$ cat config.mk
export PLATFORM = sky130hd
export DESIGN_NAME = sbase_seq_sched
export DESIGN_NICKNAME = d
export VERILOG_FILES = /design/src/rtl/sbase_seq_pkg.sv /design/src/rtl/sbase_rr_arb.sv /design/src/rtl/sbase_seq_sched.sv
export SDC_FILE = /design/constraint.sdc
export NUM_CORES = 1
export LEC_CHECK = 0
export CAP_MARGIN = 25
export CELL_PAD_IN_SITES_DETAIL_PLACEMENT = 1
export CELL_PAD_IN_SITES_GLOBAL_PLACEMENT = 2
export CORE_MARGIN = 8
export CORE_UTILIZATION = 34
export CTS_CLUSTER_DIAMETER = 50
export CTS_CLUSTER_SIZE = 10
export DETAILED_ROUTE_END_ITERATION = 10
export DONT_BUFFER_PORTS = 1
export GPL_ROUTABILITY_DRIVEN = 0
export PLACE_DENSITY_LB_ADDON = 0.1
export SETUP_SLACK_MARGIN = 0.4
export SLEW_MARGIN = 25
export SYNTH_ARGS = -nofsm -noshare
export SYNTH_HDL_FRONTEND = slang
export SYNTH_HIERARCHICAL = 1
export SYNTH_SLANG_ARGS = --single-unit
$ cat constraint.sdc
create_clock -name CLK -period 2.1 [get_ports CLK]
set_input_delay 0.21 -clock CLK [delete_from_list [all_inputs] [get_ports CLK]]
set_output_delay 0.21 -clock CLK [all_outputs]
set_load 0.01 [all_outputs]
$ cat src/rtl/sbase_seq_pkg.sv
// sbase_seq_pkg: shared FSM state type, phase count and pointer-width helper
// for the four-phase sequencer and its round-robin arbiter.
package sbase_seq_pkg;

    localparam int NPHASE = 4;

    typedef enum logic [1:0] {
        ST_IDLE = 2'd0,
        ST_RUN  = 2'd1,
        ST_DONE = 2'd2
    } seq_state_e;

    // Width of a requester index; never narrower than one bit.
    function automatic int ptrWidth(input int nreq);
        return (nreq > 1) ? $clog2(nreq) : 1;
    endfunction

endpackage

$ cat src/rtl/sbase_rr_arb.sv
// sbase_rr_arb: combinational round-robin pick. The search starts one past
// the pointer and wraps at NREQ-1; the first asserted request wins.
module sbase_rr_arb
    import sbase_seq_pkg::*;
#(
    parameter int NREQ = 4,
    parameter int PW   = ptrWidth(NREQ)
) (
    input  logic [NREQ-1:0] req_i,
    input  logic [PW-1:0]   ptr_i,
    output logic [NREQ-1:0] gnt_o,
    output logic            valid_o
);

    logic [PW-1:0] scanIdx;

    // Walk the requesters in rotated order and grant the first one found.
    always_comb begin
        gnt_o   = '0;
        valid_o = 1'b0;
        scanIdx = '0;
        for (int i = 1; i <= NREQ; i++) begin
            scanIdx = PW'((int'(ptr_i) + i) % NREQ);
            if (!valid_o && req_i[scanIdx]) begin
                gnt_o[scanIdx] = 1'b1;
                valid_o        = 1'b1;
            end
        end
    end

endmodule

$ cat src/rtl/sbase_seq_sched.sv
// sbase_seq_sched: shares a four-phase sequencer between NREQ requesters.
// A granted requester owns the sequencer from phase 0 through the DONE cycle;
// STEP (qualified by RDY_IN) walks the phases. All outputs are registered.
// Optional feature: define SBASE_SEQ_TIMEOUT_EN to abort a run that sits in
// one phase for TIMEOUT cycles (ERR pulse, no DONE, pointer moves past the
// aborted requester). Without it ERR is tied low and runs wait indefinitely.
module sbase_seq_sched
    import sbase_seq_pkg::*;
#(
    parameter int NREQ    = 4,
    parameter int TIMEOUT = 255
) (
    input  logic              CLK,
    input  logic              R_N,
    input  logic [NREQ-1:0]   REQ,
    input  logic              STEP,
    input  logic              RDY_IN,
    output logic [NREQ-1:0]   GNT,
    output logic              RDY,
    output logic [NPHASE-1:0] STATE,
    output logic [NPHASE-1:0] POUT,
    output logic              DONE,
    output logic              ERR
);

    localparam int         PW        = ptrWidth(NREQ);
    localparam logic [1:0] LastPhase = 2'(NPHASE - 1);

    seq_state_e        state_q, state_d;
    logic [1:0]        phase_q, phase_d;
    logic [NREQ-1:0]   gnt_q, gnt_d;
    logic [PW-1:0]     ptr_q, ptr_d;
    logic              rdy_q, rdy_d;
    logic [NPHASE-1:0] stOut_q, stOut_d;
    logic [NPHASE-1:0] pout_q, pout_d;
    logic              done_q, done_d;

    logic [NREQ-1:0]   arbGnt;
    logic              arbValid;
    logic [PW-1:0]     ownerIdx;
    logic              advance;

`ifdef SBASE_SEQ_TIMEOUT_EN
    localparam int CW = $clog2(TIMEOUT + 1);

    logic [CW-1:0] cnt_q, cnt_d;
    logic          err_q, err_d;
    logic          expired;

    // cnt_q counts cycles already spent in the phase, so the last allowed
    // cycle is the one where it reads TIMEOUT-1.
    assign expired = (cnt_q == CW'(TIMEOUT - 1));
    assign ERR     = err_q;
`else
    localparam int unusedTimeout = TIMEOUT;

    assign ERR = 1'b0;
`endif

    assign advance = STEP && RDY_IN;

    sbase_rr_arb #(
        .NREQ (NREQ),
        .PW   (PW)
    ) u_arb (
        .req_i   (REQ),
        .ptr_i   (ptr_q),
        .gnt_o   (arbGnt),
        .valid_o (arbValid)
    );

    // Index of the current owner, used to park the pointer when the run ends.
    always_comb begin
        ownerIdx = '0;
        for (int i = 0; i < NREQ; i++) begin
            if (gnt_q[i]) begin
                ownerIdx = PW'(i);
            end
        end
    end

    // Next-state and next registered-output values for the sequencer FSM.
    always_comb begin
        state_d = state_q;
        phase_d = phase_q;
        gnt_d   = gnt_q;
        ptr_d   = ptr_q;
        rdy_d   = rdy_q;
        stOut_d = stOut_q;
        pout_d  = '0;
        done_d  = 1'b0;
`ifdef SBASE_SEQ_TIMEOUT_EN
        cnt_d   = cnt_q;
        err_d   = 1'b0;
`endif
        unique case (state_q)
            ST_IDLE: begin
                rdy_d   = 1'b1;
                gnt_d   = '0;
                stOut_d = '0;
                phase_d = 2'd0;
                if (RDY_IN && arbValid) begin
                    state_d = ST_RUN;
                    gnt_d   = arbGnt;
                    rdy_d   = 1'b0;
                    stOut_d = NPHASE'(1);
                    pout_d  = NPHASE'(1);
`ifdef SBASE_SEQ_TIMEOUT_EN
                    cnt_d   = '0;
`endif
                end
            end
            ST_RUN: begin
                if (advance) begin
                    if (phase_q == LastPhase) begin
                        state_d = ST_DONE;
                        stOut_d = '0;
                        done_d  = 1'b1;
                    end else begin
                        phase_d = phase_q + 2'd1;
                        stOut_d = NPHASE'(1) << phase_d;
                        pout_d  = NPHASE'(1) << phase_d;
                    end
`ifdef SBASE_SEQ_TIMEOUT_EN
                    cnt_d = '0;
                end else if (expired) begin
                    state_d = ST_IDLE;
                    phase_d = 2'd0;
                    gnt_d   = '0;
                    stOut_d = '0;
                    rdy_d   = 1'b1;
                    err_d   = 1'b1;
                    ptr_d   = ownerIdx;
                end else begin
                    cnt_d = cnt_q + CW'(1);
`endif
                end
            end
            ST_DONE: begin
                state_d = ST_IDLE;
                phase_d = 2'd0;
                gnt_d   = '0;
                rdy_d   = 1'b1;
                ptr_d   = ownerIdx;
            end
            default: begin
                state_d = ST_IDLE;
                phase_d = 2'd0;
                gnt_d   = '0;
                stOut_d = '0;
                rdy_d   = 1'b1;
            end
        endcase
    end

    // State and output registers; a low R_N returns everything to idle.
    always_ff @(posedge CLK) begin
        if (!R_N) begin
            state_q <= ST_IDLE;
            phase_q <= 2'd0;
            gnt_q   <= '0;
            ptr_q   <= PW'(NREQ - 1);
            rdy_q   <= 1'b1;
            stOut_q <= '0;
            pout_q  <= '0;
            done_q  <= 1'b0;
`ifdef SBASE_SEQ_TIMEOUT_EN
            cnt_q   <= '0;
            err_q   <= 1'b0;
`endif
        end else begin
            state_q <= state_d;
            phase_q <= phase_d;
            gnt_q   <= gnt_d;
            ptr_q   <= ptr_d;
            rdy_q   <= rdy_d;
            stOut_q <= stOut_d;
            pout_q  <= pout_d;
            done_q  <= done_d;
`ifdef SBASE_SEQ_TIMEOUT_EN
            cnt_q   <= cnt_d;
            err_q   <= err_d;
`endif
        end
    end

    assign GNT   = gnt_q;
    assign RDY   = rdy_q;
    assign STATE = stOut_q;
    assign POUT  = pout_q;
    assign DONE  = done_q;

endmodule

==> impl_metrics.toml <==
[setup_path]
cp-start-kind = "flop"
rr_endpoint = "GNT[1]"
critPathMaxFanout = 5
cp-startpoint = "ptr_q[0]"
rr_worst_depth = 7
timing.rr.start = "ptr_q[0]"
end_kind = "flop"
critical_path_class = "flop to flop"
required_ns = 2.31
worstPathArrival_ns = 2.07
r2r_setup_slack_ns = 0.24

[place]
dp.cells = 175
portBuffers = 0
hpwl_mm = 2.33
pre_cts_slack_ns = 0.139
dpl_cell_area_um2 = 1310

[route]
drc = 0
routed_wl_mm = 3.06
first_pass_iters = 4
wire_per_inst_um = 16.5
via_per_inst = 5.07
drt_iter0_drc = 15
drtAntennaViolNets = 0
num_vias = 943

[synthesis]
synth_seq_cells = 20
ys_warn_count = 6
yosysUniqueCellTypes = 37
yosysSeqAreaShare = 0.326
syn_area_per_cell_um2 = 9.60
netlist_area_um2 = 1230
syn_inst = 128
syn_nets = 149
synthTopCellsByArea = "dfxtp_1, ha_1, mux2i_1, nand2_1, a221o_1"
synth_top_area_frac = 0.326
yosysTopAreaCell = "dfxtp_1"

[min_path]
whs_path_depth = 2
min_path_type = "input port to flop"
hp-start = "R_N"
hold_end = "STATE[3]"

[timing]
setup_viol = 0
whs_ns = 0.0543
hold_viol = 0
finClkSkew_ns = 0.00641
setup_slack_ns = 0.240
layout_min_cycle_time_ns = 1.86
grt_setup_unrepaired = "yes"
clock.fmax_ghz = 0.538
slew_violations = 0
finalCritPeriodShare = 0.886
tns_ns = 0

[floorplan]
fp.coreArea_um2 = 3580
die_x_um = 76.1
dieArea_um2 = 5790
row_count = 22
die_h_um = 76.1
io_pins = 23
start_util = 0.343

[cts]
tritoncts = "built"
clock_sinks = 20
clockBufferDepth = 2
clk_latency_ns = 0.30
clkTransAtPathRegs_ns = 0.12
cts-buffers-inserted = 3
clockRootBuffer = "clkbuf_4"
htree_levels = 1

[run]
maxCapViolCount = 0

[final_layout]
utilization = 0.397
multiInputGateArea_um2 = 800
area_delta_synth_final_pct = 15.6
drive_above_1_share = 0.217
final_cells = 186
fill_cells = 428
regArea_um2 = 408
mostFrequentLayoutCells = "dfxtp_1, ha_1, mux2i_1, nand2_1, inv_1"
layout_commonest_cell = "dfxtp_1"
postLayoutCellArea_um2 = 1420
diodes = 0
nNetsFinal = 160

[power]
ir_worst_vdd_v = 0.000262
power.total_mw = 0.742
p_leak_nw = 0.617
power_density_nw_per_um2 = 523

[grt]
grt-ovfl-total = 0
grt_pass1_wl_mm = 5.00
grt_max_degree = 13
grt_pass1_vias = 953
grt_usage = 0.103
antenna_found_initial = 0

[run_status]
run_status = "completed"
## cell usage after synthesis, drive strengths merged
library cell	count
nand4	2
a2111o	1
a221o	4
or3b	1
o21ai	3
xnor2	1
nand2	12
a32o	1
a31oi	1
mux2	3
nand3	2
a22o	4
nor2b	2
a21oi	2
inv	10
mux4	1
nand3b	3
nor4b	1
o22ai	3
nor2	7
dfxtp	20
o211ai	1
nand2b	4
and2	5
nor3b	1
ha	13
conb	1
a21o	1
buf	2
o2111ai	1
nor3	3
mux2i	12
## layer usage
| metal | vias up | share of wire | GRT usage |
|---|---|---|---|
| li1 | 475 | - | - |
| met5 | - | 0 | 0 |
| met2 | 17 | 0.43 | 0.157 |
| met3 | 2 | 0.068 | 0.0413 |
| met4 | 0 | 0.0049 | 0.0231 |
| met1 | 449 | 0.50 | 0.134 |
## layout make-up
cell class                      count  area share
Tap cell                           48      0.0423
Clock buffer                        4      0.0335
Timing Repair Buffer                8      0.0441
Multi-Input combinational cell     96       0.563
Inverter                           10      0.0300
Sequential cell                    20       0.287
## worst max-delay path, stage by stage (launching register included)
cell and delay, ns:
dfxtp_4 0.40, inv_4 0.04, ha_4 0.29, mux2_4 0.30
nand4_1 0.12, o21ai_2 0.10, a221o_1 0.33, a22o_1 0.18
## cell families (layout without fill, tap and decap cells)
family,count (synthesis),count (layout),share of synthesized area
adder cells (fa/ha/maj),13,13,0.132
AO/OA/AOI/OAI,22,22,0.138
flip-flops,20,20,0.326
AND/OR/NAND/NOR,43,43,0.201
buffers and inverters,12,22,0.0458
XOR/XNOR,1,1,0.00713
other,1,1,0.00305
multiplexers,16,16,0.147
## how the worst max path moves through the flow
| stage | cells after the start | slack, ns | end |
|---|---|---|---|
| detailed placement | 7 | 0.14 | GNT[1] |
| floorplan | 8 | 0.24 | GNT[0] |
| global placement | 7 | 0.19 | GNT[1] |
| global route | 7 | 0.18 | GNT[1] |
| CTS | 7 | 0.24 | GNT[0] |
| finish | 7 | 0.24 | GNT[1] |
## timing repair
action / CTS / global route
pin swaps: 1 / 2
hold buffers: 1 / 0
hold endpoints to repair: 2 / 0
setup buffers: 6 / 0
setup endpoints to repair: 4 / 4
gates resized for setup: 2 / 1
## registers in the layout, indices dropped and copies added, names as in the netlist
name / flops
state_q: 2
GNT: 4
ptr_q: 2
DONE: 1
POUT: 4
STATE: 4
phase_q: 2
RDY: 1
## where the power goes
| part | total, mW | internal [mW] | switching, mW |
|---|---|---|---|
| Clock | 0.271 | 0.145 | 0.126 |
| Combinational | 0.0685 | 0.0334 | 0.0351 |
| Sequential | 0.403 | 0.388 | 0.0149 |
| Total | 0.742 | 0.567 | 0.176 |
No activity file was read; power rests on OpenSTA's default activity.
